===== src/rtl/regfile_wr_arbiter_if.sv =====
// Purpose : bundles the two writeback requester handshakes and the shared
//           register-file write port of regfile_wr_arbiter.
// Signals : a_valid/a_ready/a_rd/a_data   requester A (ALU writeback)
//           b_valid/b_ready/b_rd/b_data   requester B (load writeback)
//           we_reg/rd/indata              register-file write port
//           pend_mask                     registers with an uncommitted write
//           wr_count                      issued register-file writes (wraps)
// Modports: master = requester/observer side, slave = arbiter side.
interface regfile_wr_arbiter_if #(
   parameter int REG_SIZE      = 32,
   parameter int REG_ADDR_SIZE = 5
);
   logic                     a_valid;
   logic                     a_ready;
   logic [REG_ADDR_SIZE-1:0] a_rd;
   logic [REG_SIZE-1:0]      a_data;
   logic                     b_valid;
   logic                     b_ready;
   logic [REG_ADDR_SIZE-1:0] b_rd;
   logic [REG_SIZE-1:0]      b_data;
   logic                     we_reg;
   logic [REG_ADDR_SIZE-1:0] rd;
   logic [REG_SIZE-1:0]      indata;
   logic [REG_SIZE-1:0]      pend_mask;
   logic [15:0]              wr_count;

   modport master (
      output a_valid, a_rd, a_data, b_valid, b_rd, b_data,
      input  a_ready, b_ready, we_reg, rd, indata, pend_mask, wr_count
   );

   modport slave (
      input  a_valid, a_rd, a_data, b_valid, b_rd, b_data,
      output a_ready, b_ready, we_reg, rd, indata, pend_mask, wr_count
   );
endinterface


===== src/rtl/regfile_wr_arbiter.sv =====
// Purpose : shares the single register-file write port between two
//           writeback requesters, each with a one-entry holding slot.
//           Grants are age ordered with a round-robin tie-break; the
//           winning entry is registered onto we_reg/rd/indata.
// Ports   : clk        clock, rising edge
//           rst        asynchronous active-high reset
//           bus        regfile_wr_arbiter_if slave (handshakes, write port,
//                      pend_mask, wr_count)
//
// Age tracker (older_q), meaningful only while both slots are full:
//   state    | meaning
//   OLD_NONE | no defined order (loaded on the same edge) - rr_q decides
//   OLD_A    | slot A holds the older entry
//   OLD_B    | slot B holds the older entry
module regfile_wr_arbiter #(
   parameter int REG_SIZE      = 32,
   parameter int REG_ADDR_SIZE = 5
) (
   input logic                 clk,
   input logic                 rst,
   regfile_wr_arbiter_if.slave bus
);

   typedef enum logic [1:0] {
      OLD_NONE = 2'd0,
      OLD_A    = 2'd1,
      OLD_B    = 2'd2
   } older_t;

   typedef enum logic {
      RR_A = 1'b0,
      RR_B = 1'b1
   } rr_t;

   logic                     full_a_q, full_a_d;
   logic [REG_ADDR_SIZE-1:0] rd_a_q, rd_a_d;
   logic [REG_SIZE-1:0]      data_a_q, data_a_d;
   logic                     full_b_q, full_b_d;
   logic [REG_ADDR_SIZE-1:0] rd_b_q, rd_b_d;
   logic [REG_SIZE-1:0]      data_b_q, data_b_d;
   older_t                   older_q, older_d;
   rr_t                      rr_q, rr_d;
   logic                     we_q, we_d;
   logic [REG_ADDR_SIZE-1:0] rd_q, rd_d;
   logic [REG_SIZE-1:0]      indata_q, indata_d;
   logic [15:0]              wr_count_q, wr_count_d;

   logic                     grant_a, grant_b;
   logic                     ready_a, ready_b;
   logic                     load_a, load_b;
   logic [REG_ADDR_SIZE-1:0] grant_rd;
   logic [REG_SIZE-1:0]      grant_data;
   logic [REG_SIZE-1:0]      pend_mask;

   // Grant is a function of registered slot state only, so ready never
   // depends combinationally on valid.
   always_comb begin
      grant_a = 1'b0;
      grant_b = 1'b0;
      if (full_a_q && full_b_q) begin
         case (older_q)
            OLD_A:   grant_a = 1'b1;
            OLD_B:   grant_b = 1'b1;
            default: begin
               if (rr_q == RR_A) grant_a = 1'b1;
               else              grant_b = 1'b1;
            end
         endcase
      end else begin
         grant_a = full_a_q;
         grant_b = full_b_q;
      end
   end

   always_comb begin
      ready_a    = !rst && (!full_a_q || grant_a);
      ready_b    = !rst && (!full_b_q || grant_b);
      load_a     = bus.a_valid && ready_a;
      load_b     = bus.b_valid && ready_b;

      full_a_d   = load_a || (full_a_q && !grant_a);
      rd_a_d     = load_a ? bus.a_rd   : rd_a_q;
      data_a_d   = load_a ? bus.a_data : data_a_q;
      full_b_d   = load_b || (full_b_q && !grant_b);
      rd_b_d     = load_b ? bus.b_rd   : rd_b_q;
      data_b_d   = load_b ? bus.b_data : data_b_q;

      // A slot refilled while the other keeps waiting is the younger one.
      older_d = OLD_NONE;
      if (full_a_d && full_b_d) begin
         if (load_a && !load_b)      older_d = OLD_B;
         else if (load_b && !load_a) older_d = OLD_A;
         else if (!load_a && !load_b) older_d = older_q;
         else                        older_d = OLD_NONE;
      end

      rr_d = rr_q;
      if (grant_a)      rr_d = RR_B;
      else if (grant_b) rr_d = RR_A;

      grant_rd   = grant_a ? rd_a_q   : rd_b_q;
      grant_data = grant_a ? data_a_q : data_b_q;

      // x0 grants drain the slot but never reach the register file.
      we_d       = 1'b0;
      rd_d       = rd_q;
      indata_d   = indata_q;
      if (grant_a || grant_b) begin
         we_d     = (grant_rd != '0);
         rd_d     = grant_rd;
         indata_d = grant_data;
      end
      wr_count_d = we_d ? wr_count_q + 16'd1 : wr_count_q;
   end

   always_ff @(posedge clk or posedge rst) begin
      if (rst) begin
         full_a_q   <= 1'b0;
         rd_a_q     <= '0;
         data_a_q   <= '0;
         full_b_q   <= 1'b0;
         rd_b_q     <= '0;
         data_b_q   <= '0;
         older_q    <= OLD_NONE;
         rr_q       <= RR_A;
         we_q       <= 1'b0;
         rd_q       <= '0;
         indata_q   <= '0;
         wr_count_q <= '0;
      end else begin
         full_a_q   <= full_a_d;
         rd_a_q     <= rd_a_d;
         data_a_q   <= data_a_d;
         full_b_q   <= full_b_d;
         rd_b_q     <= rd_b_d;
         data_b_q   <= data_b_d;
         older_q    <= older_d;
         rr_q       <= rr_d;
         we_q       <= we_d;
         rd_q       <= rd_d;
         indata_q   <= indata_d;
         wr_count_q <= wr_count_d;
      end
   end

   // Every register that still has a write in a slot or on the port.
   always_comb begin
      pend_mask = '0;
      if (full_a_q) pend_mask = pend_mask | (REG_SIZE'(1) << rd_a_q);
      if (full_b_q) pend_mask = pend_mask | (REG_SIZE'(1) << rd_b_q);
      if (we_q)     pend_mask = pend_mask | (REG_SIZE'(1) << rd_q);
      pend_mask[0] = 1'b0;
   end

   assign bus.a_ready   = ready_a;
   assign bus.b_ready   = ready_b;
   assign bus.we_reg    = we_q;
   assign bus.rd        = rd_q;
   assign bus.indata    = indata_q;
   assign bus.pend_mask = pend_mask;
   assign bus.wr_count  = wr_count_q;

endmodule


===== src/flat_wrapper.sv =====
// flat-port wrapper written by rule: the top's interface ports become plain ports
module regfile_wr_arbiter_flat 
#(
   parameter int REG_SIZE      = 32,
   parameter int REG_ADDR_SIZE = 5
)
  (clk, rst, bus_a_valid, bus_a_rd, bus_a_data, bus_b_valid, bus_b_rd, bus_b_data, bus_a_ready, bus_b_ready, bus_we_reg, bus_rd, bus_indata, bus_pend_mask, bus_wr_count);
  regfile_wr_arbiter_if #(.REG_SIZE(REG_SIZE), .REG_ADDR_SIZE(REG_ADDR_SIZE)) bus_i ();
  input logic clk;
  input logic rst;
  input wire logic [$bits(bus_i.a_valid)-1:0] bus_a_valid;
  input wire logic [$bits(bus_i.a_rd)-1:0] bus_a_rd;
  input wire logic [$bits(bus_i.a_data)-1:0] bus_a_data;
  input wire logic [$bits(bus_i.b_valid)-1:0] bus_b_valid;
  input wire logic [$bits(bus_i.b_rd)-1:0] bus_b_rd;
  input wire logic [$bits(bus_i.b_data)-1:0] bus_b_data;
  output wire logic [$bits(bus_i.a_ready)-1:0] bus_a_ready;
  output wire logic [$bits(bus_i.b_ready)-1:0] bus_b_ready;
  output wire logic [$bits(bus_i.we_reg)-1:0] bus_we_reg;
  output wire logic [$bits(bus_i.rd)-1:0] bus_rd;
  output wire logic [$bits(bus_i.indata)-1:0] bus_indata;
  output wire logic [$bits(bus_i.pend_mask)-1:0] bus_pend_mask;
  output wire logic [$bits(bus_i.wr_count)-1:0] bus_wr_count;
  assign bus_i.a_valid = bus_a_valid;
  assign bus_i.a_rd = bus_a_rd;
  assign bus_i.a_data = bus_a_data;
  assign bus_i.b_valid = bus_b_valid;
  assign bus_i.b_rd = bus_b_rd;
  assign bus_i.b_data = bus_b_data;
  assign bus_a_ready = bus_i.a_ready;
  assign bus_b_ready = bus_i.b_ready;
  assign bus_we_reg = bus_i.we_reg;
  assign bus_rd = bus_i.rd;
  assign bus_indata = bus_i.indata;
  assign bus_pend_mask = bus_i.pend_mask;
  assign bus_wr_count = bus_i.wr_count;
  regfile_wr_arbiter #(.REG_SIZE(REG_SIZE), .REG_ADDR_SIZE(REG_ADDR_SIZE)) u_core (.clk(clk), .rst(rst), .bus(bus_i));
endmodule

===== config.mk =====
export PLATFORM = sky130hd
export DESIGN_NAME = regfile_wr_arbiter_flat
export DESIGN_NICKNAME = d
export VERILOG_FILES = /design/src/rtl/regfile_wr_arbiter_if.sv /design/src/rtl/regfile_wr_arbiter.sv /design/src/flat_wrapper.sv
export SDC_FILE = /design/constraint.sdc
export NUM_CORES = 1
export LEC_CHECK = 0
export CORE_ASPECT_RATIO = 1.75
export CORE_MARGIN = 8
export CORE_UTILIZATION = 33
export CTS_BUF_LIST = sky130_fd_sc_hd__clkbuf_4
export DETAILED_ROUTE_END_ITERATION = 10
export PLACE_DENSITY = 0.57
export SETUP_SLACK_MARGIN = 0.05
export SYNTH_ARGS = -nofsm -noshare
export SYNTH_HDL_FRONTEND = slang
export SYNTH_SLANG_ARGS = --single-unit

===== constraint.sdc =====
create_clock -name clk -period 5.2 [get_ports clk]
set_clock_uncertainty 0.15 [all_clocks]
set_input_delay 0.78 -clock clk [delete_from_list [all_inputs] [get_ports clk]]
set_output_delay 0.78 -clock clk [all_outputs]
set_load 0.02 [all_outputs]

==> impl_metrics.json, run 1 <==
{
  "outcome": "finished clean",
  "nets": 811,
  "place_ws_ns": 1.68,
  "finalCritPeriodShare": 0.726,
  "critical_path.startpoint_type": "flop",
  "synth_cells": 577,
  "synthMuxAreaShare": 0.139,
  "place_congestion": 0.851,
  "timing.critical_path.slowest_stage_cell": "sky130_fd_sc_hd__nor3_1",
  "maxClockFrequency_mhz": 265,
  "synth_cell_type_count": 45,
  "crit_path_max_fanout": 7,
  "routed-via-count": 4946,
  "min_period_ns": 3.77,
  "final_hold_viol_count": 0,
  "clock_tree.htree_level_count": 4,
  "synth-compound-area-share": 0.0998,
  "tns_ns": 0,
  "reg2reg_from": "u_core.older_q[0]",
  "timing.hold.worst_path_depth": 1,
  "die_area_mm2": 0.0238,
  "slowest_delay_ns": 0.80,
  "hp-start": "u_core.bus.wr_count[15]",
  "final_layout_size_suffix_gt1_frac": 0.121,
  "tritoncts_num_sinks": 133,
  "cts_made_buffers": 17,
  "fp.coreArea_mm2": 0.0186,
  "critPathTopFamily": "simple AND/OR/NAND/NOR gates",
  "syn_avg_cell_area_um2": 10.9,
  "reg2reg_slack_ns": 2.50,
  "routedWlPerCell_um": 18.4,
  "final_area_mm2": 0.00839,
  "dpl.cell_count": 949,
  "required_arrival_time_at_the_worst_endpoint_ns": 4.27,
  "setup_repair_after_global_routing_missed_its_margin": "false",
  "grt_first_pass_wirelength_mm": 28.3,
  "drt_wl_total_mm": 18.0,
  "post-layout-total-power_mw": 3.12,
  "route.antenna.remaining_nets": 0,
  "cap_violations": 0,
  "report.final.slew_viol_count": 0,
  "placementRows": 66,
  "fin_ws_ns": 1.43,
  "largest_family_of_logic_cells_by_synthesized_area": "simple AND/OR/NAND/NOR gates",
  "yosysSeqAreaShare": 0.531,
  "cp_cell_sequence": "inv_2 -> nor3_1 -> a22oi_1 -> nand2_1 -> clkdlybuf4s50_1",
  "post-route-drc-count": 0,
  "ir_drop_v": 0.000178,
  "cp.arrival_ns": 2.84,
  "simple_gate_portion_of_the_synthesized_area": 0.166,
  "holdCritPathClass": "flop to flop",
  "number_of_antenna_violations_at_the_first_check_in_global_routing": 1,
  "max-slew-margin-rel": 0.308,
  "worst-path-buf-inv": 2,
  "post_synth_instance_area_mm2": 0.00627,
  "cts_hold_buf": 0,
  "criticalPathCategory": "flop to primary output",
  "pin_count": 166,
  "tritoncts": "done",
  "yosysWarnings": 0,
  "max-clock-path-buffers": 2,
  "synth_xor_area_frac": 0.0210,
  "critical_path.reg2reg.endpoint": "u_core.data_a_q[6]",
  "synth_ff_type": "sky130_fd_sc_hd__dfrtp_1",
  "globalRouteOverflowTotal": 0,
  "endpoint_kind": "primary output",
  "setup_violations": 0,
  "postSynthRegisterBits": 133,
  "p_leak_nw": 3.64,
  "grt_max_degree": 72,
  "post_cts_resized": 0,
  "place.port_buffers": 164,
  "layout.filler_cells": 1813,
  "die_w_um": 120,
  "power.density_cell_area_mw_per_mm2": 371,
  "drt_iter0_drc": 352,
  "via_count_of_the_first_global_routing_pass": 5322,
  "synth_edf_count": 0,
  "layout_area_growth_over_synthesis_pct": 33.9,
  "die_y_um": 198,
  "synthesis.nets": 658,
  "place.detailed.hpwl_mm": 13.2,
  "postSynth.asyncResetShare": 1.00,
  "start_util": 0.337,
  "vias_per_cell": 5.04,
  "clockRootBuffer": "sky130_fd_sc_hd__clkbuf_4",
  "postPlaceCellArea_mm2": 0.00806,
  "tightestPinTransition_ns": 1.04,
  "drt_first_pass_iters": 5,
  "post_cts.repair.setup_buffers": 0,
  "min_delay_worst_endpoint": "u_core.bus.wr_count[15]",
  "r2r_cells": 7,
  "stdcell_count": 981,
  "clk_pin_slew_ns": 0.11,
  "synthAdderAreaFrac": 0.00599,
  "grt_use_total": 0.151,
  "worst_skew_pair.late_latency_ns": 0.50
}
==> power by group <==
part	total (mW)	internal [mW]	switching, mW	leakage, nW
Combinational	0.927	0.451	0.476	1.87
Clock	0.766	0.392	0.374	0.169
Sequential	1.42	1.24	0.187	1.61
Total	3.12	2.08	1.04	3.64
==> kinds of logic (layout without fill, tap and decap cells) <==
group / Yosys count / in the layout
AND/OR/NAND/NOR: 225 / 225
flip-flops: 133 / 133
AO/OA/AOI/OAI: 80 / 80
multiplexers: 78 / 78
buffers and inverters: 42 / 207
XOR/XNOR: 15 / 15
adder cells (fa/ha/maj): 3 / 3
other: 1 / 2
==> worst register-to-register path, cell delays in order (launching register included) <==
cell	delay, ns
sky130_fd_sc_hd__dfrtp_1	0.39
sky130_fd_sc_hd__inv_1	0.05
sky130_fd_sc_hd__ha_1	0.34
sky130_fd_sc_hd__nor2b_2	0.20
sky130_fd_sc_hd__or3_1	0.44
sky130_fd_sc_hd__nand3_2	0.10
sky130_fd_sc_hd__buf_4	0.52
sky130_fd_sc_hd__mux2_2	0.42
==> metrics by stage <==
stage / hold slack [ns] / utilization
detailed placement: 0.305 / 0.434
floorplan: 0.289 / -
global route: 0.354 / 0.451
CTS: 0.333 / 0.451
global placement: 0.301 / 0.434
finish: 0.323 / 0.451
==> layout make-up <==
cell class	instances	area, um2	share of cell area
antenna	1	2.50	0.000298
clock buffer	19	143	0.0170
timing repair buffer	169	1680	0.200
inverter	7	31.3	0.00373
tap	238	298	0.0355
clock inverter	12	180	0.0215
multi-input combinational	402	2730	0.325
sequential	133	3330	0.397
==> routing by layer <==
| layer | track usage | vias to the layer above | wire length, um |
|---|---|---|---|
| li1 | - | 2314 | - |
| met1 | 0.161 | 2423 | 6910 |
| met2 | 0.272 | 183 | 9600 |
| met3 | 0.0405 | 26 | 1060 |
| met4 | 0.0698 | 0 | 444 |
| met5 | 0 | - | 0 |
==> cells in the mapped netlist, types with 2 or more instances <==
library cell	count	area [um2]
sky130_fd_sc_hd__o21ai_0	4	20.0
sky130_fd_sc_hd__a21oi_1	3	15.0
sky130_fd_sc_hd__ha_1	3	37.5
sky130_fd_sc_hd__nor2b_1	2	12.5
sky130_fd_sc_hd__mux2i_1	4	40.0
sky130_fd_sc_hd__dfrtp_1	133	3330
sky130_fd_sc_hd__nor3b_1	12	90.1
sky130_fd_sc_hd__inv_2	2	7.51
sky130_fd_sc_hd__nand4_1	4	25.0
sky130_fd_sc_hd__xor2_1	8	70.1
sky130_fd_sc_hd__nor3_1	4	20.0
sky130_fd_sc_hd__a222oi_1	2	20.0
sky130_fd_sc_hd__inv_1	5	18.8
sky130_fd_sc_hd__and3b_1	7	61.3
sky130_fd_sc_hd__mux2_1	38	428
sky130_fd_sc_hd__xnor2_1	7	61.3
sky130_fd_sc_hd__buf_6	5	56.3
sky130_fd_sc_hd__a22oi_1	61	458
sky130_fd_sc_hd__mux2_2	36	405
sky130_fd_sc_hd__nand2b_1	2	12.5
sky130_fd_sc_hd__nand2_1	150	563
sky130_fd_sc_hd__clkbuf_1	15	56.3
sky130_fd_sc_hd__nor2_1	18	67.6
sky130_fd_sc_hd__buf_4	4	30.0
sky130_fd_sc_hd__and3_1	8	50.1
sky130_fd_sc_hd__buf_2	11	55.1
sky130_fd_sc_hd__nor3_2	3	30.0
sky130_fd_sc_hd__nand3_1	9	45.0
==> worst max path at each step <==
stage                          startpoint                  end  cells past startpoint
after CTS                 u_core.full_b_q     bus_pend_mask[2]                      5
after global placement                rst  u_core.data_b_q[29]                      4
after detailed placement              rst  u_core.data_b_q[29]                      4
final                     u_core.full_b_q     bus_pend_mask[2]                      5
after floorplan                       rst   u_core.data_b_q[0]                      5
after global routing      u_core.full_b_q    bus_pend_mask[14]                      5
==> layout by cell type (no fill, tap or decap), types with 5 or more instances in the layout <==
master and instances:
sky130_fd_sc_hd__a22oi_1 61, sky130_fd_sc_hd__and3_1 7, sky130_fd_sc_hd__and3b_1 7, sky130_fd_sc_hd__buf_4 5, sky130_fd_sc_hd__clkbuf_4 19, sky130_fd_sc_hd__clkdlybuf4s50_1 164
sky130_fd_sc_hd__dfrtp_1 133, sky130_fd_sc_hd__mux2_1 38, sky130_fd_sc_hd__mux2_2 36, sky130_fd_sc_hd__nand2_1 150, sky130_fd_sc_hd__nand3_1 9, sky130_fd_sc_hd__nor2_1 16
sky130_fd_sc_hd__nor3b_1 12, sky130_fd_sc_hd__xnor2_1 7, sky130_fd_sc_hd__xor2_1 8
(Power assumes the default switching activity.)
==> run 2: changes to the inputs <==
==> constraint.sdc (replaced) <==
create_clock -name clk -period 3.6 [get_ports clk]
set_clock_uncertainty 0.15 [all_clocks]
set_input_delay 0.54 -clock clk [delete_from_list [all_inputs] [get_ports clk]]
set_output_delay 0.54 -clock clk [all_outputs]
set_load 0.02 [all_outputs]
==> impl_metrics.json, run 2 (synthesized netlist as in run 1, its figures left out) <==
{
  "critical_path.reg2reg.endpoint": "u_core.data_a_q[31]",
  "die_w_um": 120,
  "nets": 818,
  "max-slew-margin-rel": 0.441,
  "cp-startpoint": "u_core.full_a_q",
  "via_count_of_the_first_global_routing_pass": 5506,
  "p_sw_frac": 0.361,
  "maxClockFrequency_mhz": 306,
  "setup_violations": 0,
  "place.detailed.hpwl_mm": 13.7,
  "final_hold_viol_count": 0,
  "die_area_mm2": 0.0238,
  "reg2reg_slack_ns": 0.86,
  "grt_busiest_layer": "met2",
  "final_core_util": 0.456,
  "critPathTopFamily": "buffers and inverters",
  "critical_path.startpoint_type": "flop",
  "globalRouteOverflowTotal": 0,
  "clk_pin_slew_ns": 0.12,
  "clockRootBuffer": "sky130_fd_sc_hd__clkbuf_4",
  "outcome": "finished clean",
  "reg2reg_from": "u_core.older_q[0]",
  "clock_tree.htree_level_count": 4,
  "tightestPinTransition_ns": 0.838,
  "drt_first_pass_iters": 6,
  "power_dissipated_by_switching_net_loads_mw": 1.56,
  "route.antenna.remaining_nets": 0,
  "pin_count": 166,
  "cp.arrival_ns": 2.58,
  "layout_area_growth_over_synthesis_pct": 35.2,
  "post_cts.repair.setup_buffers": 0,
  "routed-via-count": 5038,
  "cp_cell_sequence": "nand2_1 -> nor2_1 -> a222oi_1 -> inv_1 -> clkdlybuf4s50_1",
  "timing.critical_path.slowest_stage_cell": "sky130_fd_sc_hd__dfrtp_1",
  "placementRows": 66,
  "report.final.slew_viol_count": 0,
  "ir_drop_v": 0.000299,
  "tritoncts_num_sinks": 133,
  "criticalPathCategory": "flop to primary output",
  "internal-power_mw": 2.76,
  "seq_power_share": 0.478,
  "post-route-drc-count": 0,
  "max-clock-path-buffers": 2,
  "grt_max_degree": 66,
  "tritoncts": "done",
  "place.port_buffers": 164,
  "cp.depth": 5,
  "finalCritPeriodShare": 0.907,
  "power_frac_clock": 0.200,
  "post_cts_resized": 0,
  "min_period_ns": 3.27,
  "holdCritPathClass": "flop to flop",
  "die_y_um": 198,
  "cts_made_buffers": 17,
  "endpoint_kind": "primary output",
  "p_leak_nw": 3.75,
  "vias_per_cell": 5.09,
  "crit_path_max_fanout": 11,
  "r2r_cells": 7,
  "drt_wl_total_mm": 18.4,
  "worst-path-buf-inv": 2,
  "timing.hold.worst_path_depth": 2,
  "use_met2": 0.285,
  "grt_use_total": 0.159,
  "slowest_delay_ns": 0.62,
  "power.density_cell_area_mw_per_mm2": 510,
  "required_arrival_time_at_the_worst_endpoint_ns": 2.91,
  "most-common-layout-cells": "164 x sky130_fd_sc_hd__clkdlybuf4s50_1, 150 x sky130_fd_sc_hd__nand2_1, 133 x sky130_fd_sc_hd__dfrtp_1",
  "groute.layer.met3.usage": 0.0451,
  "timing.critical_path.to": "bus_pend_mask[23]",
  "worst_skew_pair.late_latency_ns": 0.52,
  "pwr-share-comb": 0.322,
  "globalRouteMet1Util": 0.172,
  "cts_hold_buf": 0,
  "number_of_antenna_violations_at_the_first_check_in_global_routing": 1,
  "grt_first_pass_wirelength_mm": 30.0,
  "cap_violations": 0,
  "fp.coreArea_mm2": 0.0186,
  "most_common_library_cell_in_the_layout_ignoring_fill_and_taps": "sky130_fd_sc_hd__clkdlybuf4s50_1",
  "drt_iter0_drc": 440,
  "tns_ns": 0,
  "final_layout_size_suffix_gt1_frac": 0.139,
  "start_util": 0.337,
  "place_congestion": 0.866,
  "setup_repair_after_global_routing_missed_its_margin": "false",
  "routedWlPerCell_um": 18.6
}
-- run 2: worst min-delay path by stage --
stage	slack, ns	start	end
after global placement	0.30	u_core.data_b_q[15]	u_core.bus.indata[15]
after detailed placement	0.31	u_core.data_b_q[15]	u_core.bus.indata[15]
after global routing	0.34	u_core.bus.wr_count[15]	u_core.bus.wr_count[15]
after floorplan	0.29	u_core.data_b_q[9]	u_core.bus.indata[9]
final	0.33	u_core.data_b_q[26]	u_core.bus.indata[26]
after CTS	0.33	u_core.data_b_q[1]	u_core.bus.indata[1]
-- run 2: metrics by stage --
step	setup WS (ns)	std cells	total power, mW	hold slack (ns)	cell area, um2
2_1_floorplan	-0.189	577	2.82	0.289	6390
3_3_place_gp	0.926	956	3.48	0.300	8230
3_5_place_dp	0.868	956	3.51	0.306	8230
4_1_cts	0.282	988	4.40	0.326	8470
5_1_grt	0.128	989	4.60	0.342	8470
6_report	0.335	989	4.32	0.328	8470
-- run 2: worst min-delay path, stage by stage (launching register included) --
cell and delay [ns]:
sky130_fd_sc_hd__dfrtp_1 0.36, sky130_fd_sc_hd__nand2_1 0.05, sky130_fd_sc_hd__nand2_1 0.05
-- run 2: routing by layer --
| metal | part of all wire | vias to the layer above | routed length (um) |
|---|---|---|---|
| li1 | - | 2328 | - |
| met1 | 0.38 | 2479 | 6990 |
| met2 | 0.53 | 200 | 9760 |
| met3 | 0.064 | 31 | 1170 |
| met4 | 0.023 | 0 | 431 |
| met5 | 0 | - | 0 |
-- run 2: cell type report --
cell class | instances | area, um2
Fill cell | 1780 | 10100
Sequential cell | 133 | 3330
Multi-Input combinational cell | 402 | 2830
Timing Repair Buffer | 176 | 1740
Tap cell | 238 | 298
Clock buffer | 18 | 135
Clock inverter | 14 | 106
Inverter | 7 | 30.0
Antenna cell | 1 | 2.50
-- run 2: power by group through the flow --
stage	combinational [mW]	clock, mW	sequential (mW)
finish	1.39	0.865	2.07
global route	1.51	0.977	2.11
CTS	1.41	0.916	2.07
detailed placement	1.41	0	2.10
global placement	1.39	0	2.09
floorplan	0.656	0	2.17
